**src/rtl/mem_responder.sv**
```systemverilog
// VeriRISC memory-side responder: registered reads, one write per wr pulse,
// strobe misuse flagged in proto_err. Optional: MEM_RESPONDER_PARITY_EN.
module mem_responder #(
    parameter int AWIDTH = 5,
    parameter int DWIDTH = 8
) (
    input  logic              clk,
    input  logic              rst,
    input  logic [AWIDTH-1:0] addr,
    input  logic              rd,
    input  logic              wr,
    input  logic              data_e,
    input  logic [DWIDTH-1:0] data_in,
    input  logic              err_clr,
    output logic [DWIDTH-1:0] data_out,
    output logic              data_valid,
    output logic              proto_err,
    output logic              parity_err
);

`ifdef MEM_RESPONDER_PARITY_EN
    localparam int MW = DWIDTH + 1;
`else
    localparam int MW = DWIDTH;
`endif

    typedef enum logic [1:0] {
        IDLE,
        READ,
        WRITE,
        WR_HOLD
    } state_t;

    state_t        state;
    logic          de_q;
    logic [MW-1:0] mem [2**AWIDTH];

    logic          in_wr;
    logic          first_wr;
    logic          do_rd;
    logic          do_wr;
    logic          conflict;
    logic          viol;
    logic [MW-1:0] wword;
    logic [MW-1:0] rword;

    // Decode the sampled strobes against the current write phase
    always_comb begin
        in_wr    = (state == WRITE) || (state == WR_HOLD);
        conflict = rd && wr;
        do_rd    = rd && !wr;
        first_wr = wr && !rd && !in_wr;
        do_wr    = first_wr && data_e;
        viol     = conflict || (first_wr && (!data_e || !de_q));
        rword    = mem[addr];
`ifdef MEM_RESPONDER_PARITY_EN
        wword    = {^data_in, data_in};
`else
        wword    = data_in;
`endif
    end

    // Storage array: no reset, only the first edge of a wr pulse writes
    always_ff @(posedge clk) begin
        if (do_wr) begin
            mem[addr] <= wword;
        end
    end

    // Bus FSM with registered read data and sticky protocol flag
    always_ff @(posedge clk or negedge rst) begin
        if (!rst) begin
            state      <= IDLE;
            de_q       <= 1'b0;
            data_out   <= '0;
            data_valid <= 1'b0;
            proto_err  <= 1'b0;
        end else begin
            de_q       <= data_e;
            data_valid <= do_rd;
            proto_err  <= (proto_err && !err_clr) || viol;
            if (do_rd) begin
                data_out <= rword[DWIDTH-1:0];
            end
            unique case (1'b1)
                conflict:     state <= IDLE;
                do_rd:        state <= READ;
                (wr && !rd):  state <= (in_wr || !data_e) ? WR_HOLD : WRITE;
                default:      state <= IDLE;
            endcase
        end
    end

`ifdef MEM_RESPONDER_PARITY_EN
    // Sticky parity check on every read, rising with data_valid
    always_ff @(posedge clk or negedge rst) begin
        if (!rst) begin
            parity_err <= 1'b0;
        end else begin
            parity_err <= (parity_err && !err_clr) || (do_rd && (^rword));
        end
    end
`else
    assign parity_err = 1'b0;
`endif

endmodule
```
**config.mk**
```make
export PLATFORM = sky130hd
export DESIGN_NAME = mem_responder
export DESIGN_NICKNAME = d
export VERILOG_FILES = /design/src/rtl/mem_responder.sv
export SDC_FILE = /design/constraint.sdc
export NUM_CORES = 1
export LEC_CHECK = 0
export CELL_PAD_IN_SITES_DETAIL_PLACEMENT = 0
export CELL_PAD_IN_SITES_GLOBAL_PLACEMENT = 1
export CORE_UTILIZATION = 54
export CTS_CLUSTER_SIZE = 24
export DETAILED_ROUTE_END_ITERATION = 7
export GPL_ROUTABILITY_DRIVEN = 0
export PLACE_DENSITY = 0.9
export SLEW_MARGIN = 25
export SYNTH_ARGS = -nofsm -noshare
export SYNTH_HDL_FRONTEND = slang
export SYNTH_SLANG_ARGS = --single-unit
```
**constraint.sdc**
```tcl
create_clock -name clk -period 2.6 [get_ports clk]
set_clock_uncertainty 0.05 [all_clocks]
set_input_delay 0.52 -clock clk [delete_from_list [all_inputs] [get_ports clk]]
set_output_delay 0.52 -clock clk [all_outputs]
set_load 0.01 [all_outputs]
```
==> reports/qor.txt <==
outcome: finished clean
Overflow after GRT: 0
Yosys top cell by area: edfxtp_1
vias in the first global route: 5641
Synth Area in Adders: 0.3558%
Hold Path Class: input pin to asynchronous set/reset pin
commonest cells in the synthesized netlist: edfxtp_1, mux4_2, nor2_1
first-pass GRT wire length: 33.57 mm
post-synthesis instance area: 10550 µm²
Cells after Synth: 527
H-tree Lvls: 1
largest family of logic cells by synthesized area: multiplexers
Fin. Hold Viols: 0
Least-Margin Pin Slew: 0.6786 ns
CTS hold repair buffers: 0
GRT Total Usage: 23.09%
die area: 20100 µm²
EDFF count, synth: 256
crit path time final: 2.130 ns
clk_lat worst skew: 0.52 ns
CTS tree: yes
number of setup buffers added after CTS: 0
Yosys cell types: 53
CTS Buf Count: 26
Synth Area in Simple Gates: 4.424%
CP Max Fanout: 6
ys flop type: edfxtp_1
ANT nets after route: 0
FF-to-FF path depth: 4
Yosys top cell area share: 72.87%
Clock transition at path regs: 0.07 ns
net count after synthesis: 549
chip height: 141.8 µm
Core Rows: 50
setup tns final: 0 ns
final period utilization: 81.93%
Vias/cell: 6.040
clock buffer depth: 3
pwr dens: 734.3 nW/µm²
count of input and output buffers: 28
Final Net Count: 652
clk sinks: 268
storage element area: 7988 µm²
Syn Area/Cell: 20.02 µm²
Critical Path Start Type: input pin
post-CTS resize count: 0
Boundary Pins: 30
Critical Path AT: 2.31 ns
residual DRC count: 0
relative slew slack: 54.41%
antenna violations before repair: 0
synth warn: 0
Async SR Flop Fraction: 4.478%
hold slack: 0.3062 ns
RSZ-0062 raised after global routing: false
final setup violation count: 0
Detailed Route Iter0 Violations: 794
xor-xnor portion of the synthesized cell area: 0%
R2R Setup Slk: 0.78 ns
largest net degree at the start of global routing: 33
detailed placement HPWL: 14.22 mm
Placed Cells: 862
sequential cell area fraction in the yosys report: 75.72%
total of max-cap violations: 0
RR Endpoint: data_out[6]$_DFFE_PN0N_
Core ar.: 18960 µm²
DRT Wirelength: 22.25 mm
starting density of the core: 55.65%
DR pass1 iterations: 5
Critical Path RT: 2.78 ns
Leak: 0.004135 µW
share of cells above drive strength 1: 28.77%
DR vias: 5496
Synth Area in Compound Gates: 3.380%
mux cell area share after synthesis: 14.08%
most common cell in the netlist: edfxtp_1
Die W: 141.8 µm
WS Path Type: input pin to flop
Finished Layout Cells: 910
WL per Instance: 24.45 µm
root buf cell: clkbuf_16
n_diodes: 0
fmax: 469.5 MHz
Fillers: 1188
multi-input logic area: 2350 µm²
maximum VDD drop: 640.7 µV
Synth area leaders: edfxtp_1, mux4_2, dfrtp_1
Reg-to-Reg Start: mem[19][6]$_DFFE_PP_
Final Slew Violations: 0
Worst setup EP type: flop
Synth Register Bits: 268
Area Growth Syn to Fin: 18.38%
-- per-layer routing --
| layer | part of all wire, % | up-vias | GRT usage [%] | wire, µm |
|---|---|---|---|---|
| met3 | 9.1 | 59 | 3.206 | 2034 |
| met2 | 48 | 297 | 37.05 | 10650 |
| met1 | 40 | 2774 | 33.11 | 8836 |
| met4 | 3.3 | 0 | 7.753 | 730 |
| met5 | 0 | - | 0 | 0 |
| li1 | - | 2366 | - | - |
-- worst max-delay path, stage by stage --
cell and delay (ns):
clkdlybuf4s50_1 0.49, ha_1 0.17, nor2b_1 0.17, and2_1 0.25, nand3_1 0.14, buf_4 0.20, nor2_1 0.19, buf_4 0.18
-- area by class of cell --
class	instances	area share, %
inverter	4	0.1202
tap	260	2.605
sequential	268	63.96
clock inverter	15	1.513
timing repair buffer	105	7.234
clock buffer	33	5.751
multi-input combinational	225	18.82
-- sequential cells by signal, summed over array words and instances (netlist names) --
| name | count |
|---|---|
| data_out | 8 |
| de_q | 1 |
| mem | 256 |
| data_valid | 1 |
| state | 1 |
| proto_err | 1 |
-- placed cells by master (no fill, tap or decap), types with 4 or more instances in the layout --
| cell | n |
|---|---|
| nor3_1 | 9 |
| clkinv_2 | 4 |
| mux2_2 | 12 |
| nand3_1 | 5 |
| dfrtp_1 | 12 |
| clkbuf_1 | 4 |
| clkbuf_16 | 27 |
| o22a_1 | 4 |
| clkdlybuf4s50_1 | 26 |
| mux2i_1 | 19 |
| nand2b_1 | 4 |
| buf_4 | 75 |
| nand2_1 | 17 |
| o2111ai_1 | 4 |
| nor2b_1 | 4 |
| bufinv_16 | 4 |
| a22oi_1 | 12 |
| mux4_2 | 51 |
| a21boi_0 | 4 |
| nor2_1 | 34 |
| buf_12 | 4 |
| edfxtp_1 | 256 |
-- power by group --
part	internal [µW]	switching [µW]
registers	4760	20.6
logic	237	288
clock network	2360	1510
-- worst max-delay path by stage --
stage | endpoint | cells past startpoint | startpoint
2_1_floorplan | mem[7][0]$_DFFE_PP_ | 5 | addr[0]
3_3_place_gp | mem[15][5]$_DFFE_PP_ | 9 | rd
6_report | mem[18][2]$_DFFE_PP_ | 8 | wr
5_1_grt | mem[18][0]$_DFFE_PP_ | 9 | rd
4_1_cts | mem[15][5]$_DFFE_PP_ | 8 | wr
3_5_place_dp | mem[18][5]$_DFFE_PP_ | 8 | wr
-- cells by family (layout without fill, tap and decap cells) --
kind of cell,Yosys count,in the layout
flops,268,268
simple gates,94,94
mux,83,83
compound gates,44,44
buf+inv,34,157
fa+ha+maj,3,3
other cells,1,1
-- per-stage QoR --
step | power, µW | cell area, µm² | worst slack (ns) | utilization, %
after floorplan | 5130 | 10550 | 0.1822 | -
after global placement | 5374 | 11580 | 0.05226 | 61.10
after detailed placement | 5388 | 11580 | -0.02287 | 61.10
after CTS | 9213 | 12490 | 0.4979 | 65.88
after global routing | 9412 | 12490 | 0.3608 | 65.88
final | 9170 | 12490 | 0.4699 | 65.88
No activity file was read; power rests on OpenSTA's default activity.
==> RTL change (same flow settings) <==
The 4 states of `state_t` get a Gray code encoding in 2 bits.
--- a/src/rtl/mem_responder.sv
+++ b/src/rtl/mem_responder.sv
@@ -26,8 +26,8 @@
 
     typedef enum logic [1:0] {
-        IDLE,
-        READ,
-        WRITE,
-        WR_HOLD
+        IDLE    = 2'b00,
+        READ    = 2'b01,
+        WRITE   = 2'b11,
+        WR_HOLD = 2'b10
     } state_t;
 
Function: same outputs for any inputs over 4 cycles, from zero or initial values and one cycle with rst low; so few cycles prove little.
==> RTL change against the unedited design <==
Hold slack worse by 0.0021 ns; wire length is 2.0% higher; worst setup slack worse by 0.060 ns; critical path depth is 1 lower; non-clock buffer count is 1 higher; final cell count is 2.0% higher; clock power is 1% lower; sequential power hardly changed; cell area is 0.46% lower; via count is 1.2% higher; total power is 0.33% lower; sequential cell count stayed put; synthesized area hardly changed; highest routed layer unchanged.
==> RTL change: results (changes against the unedited design) <==
Vias in the first global route -> 5756 (+2.0%)
Critical Path AT -> 2.37 ns (+0.06 ns)
Sw Ratio -> 20.21% (+0.39 points)
Commonest cells in the netlist -> edfxtp_1, mux2i_1, nor2_1, mux4_2, a22oi_1
Per-cell routed wire length -> 24.47 um (about the same)
Pre-CTS setup slack -> -0.05118 ns (-0.02831 ns)
Worst Setup EP -> mem[8][7]
Largest stage delay, worst path -> 0.51 ns (+0.02 ns)
Vias/cell -> 5.996 (-0.73%)
Share of layout cells above drive strength 1 -> 23.35% (-5.4 points)
CP Max Fanout -> 8 (+2)
Post-synthesis sequential area ratio -> 75.69% (about the same)
R2R Setup Slk -> 0.69 ns (-0.09 ns)
Met2 Use GR -> 40.83% (+3.8 points)
VDD IR max -> 0.3813 mV (-40%)
Syn_nets -> 567 (+3.3%)
Complex-gate fraction of the synthesized area -> 4.423% (+1.0 points)
Drt initial violations -> 465 (-41%)
Critical R2R Capture -> mem[8][7]
Syn Area/Cell -> 19.36 um2 (-3.3%)
Part of the cycle the worst path needs -> 84.25% (+2.3 points)
Final nets -> 670 (+2.8%)
Clock network fraction of design power -> 41.9% (-0.3 points)
Detail Placement HPWL -> 14.38 mm (+1.1%)
Routed via count -> 5564 (+1.2%)
Outcome -> finished clean
Distinct cells, synth -> 42 (-21%)
Adder-cell share of the synthesized area -> 0.3557% (about the same)
==> RTL change: changes by cell type in the layout (fill, tap and decap cells not counted), moves of 5 or more <==
cell,delta
mux4_1,+8
a21oi_1,+6
mux4_2,-21
nor3_1,-5
a221oi_2,+6
a22oi_1,+11
nor2_1,+7
mux2i_1,+33
a22o_1,+5
mux2_2,-12
==> RTL change: metal layers <==
layer  vias up  part of all wire [%]
met1      2828                    39
met4         0                   3.1
met3        59                   6.3
met5         -                     0
li1       2418                     -
met2       259                    51
==> RTL change: worst register-to-register path: stages (launching register included) <==
cell and delay, ns:
dfrtp_1 0.38, nand3b_1 0.26, or3_1 0.40, buf_4 0.18
nor3_2 0.16, buf_4 0.20
==> RTL change: cell type report <==
| class | instances | area [um2] |
|---|---|---|
| sequential | 268 | 7988 |
| timing repair buffer | 106 | 883.3 |
| fill | 1204 | 6525 |
| multi-input combinational | 243 | 2349 |
| tap | 260 | 325.3 |
| inverter | 3 | 11.26 |
| clock buffer | 35 | 705.7 |
| clock inverter | 13 | 168.9 |
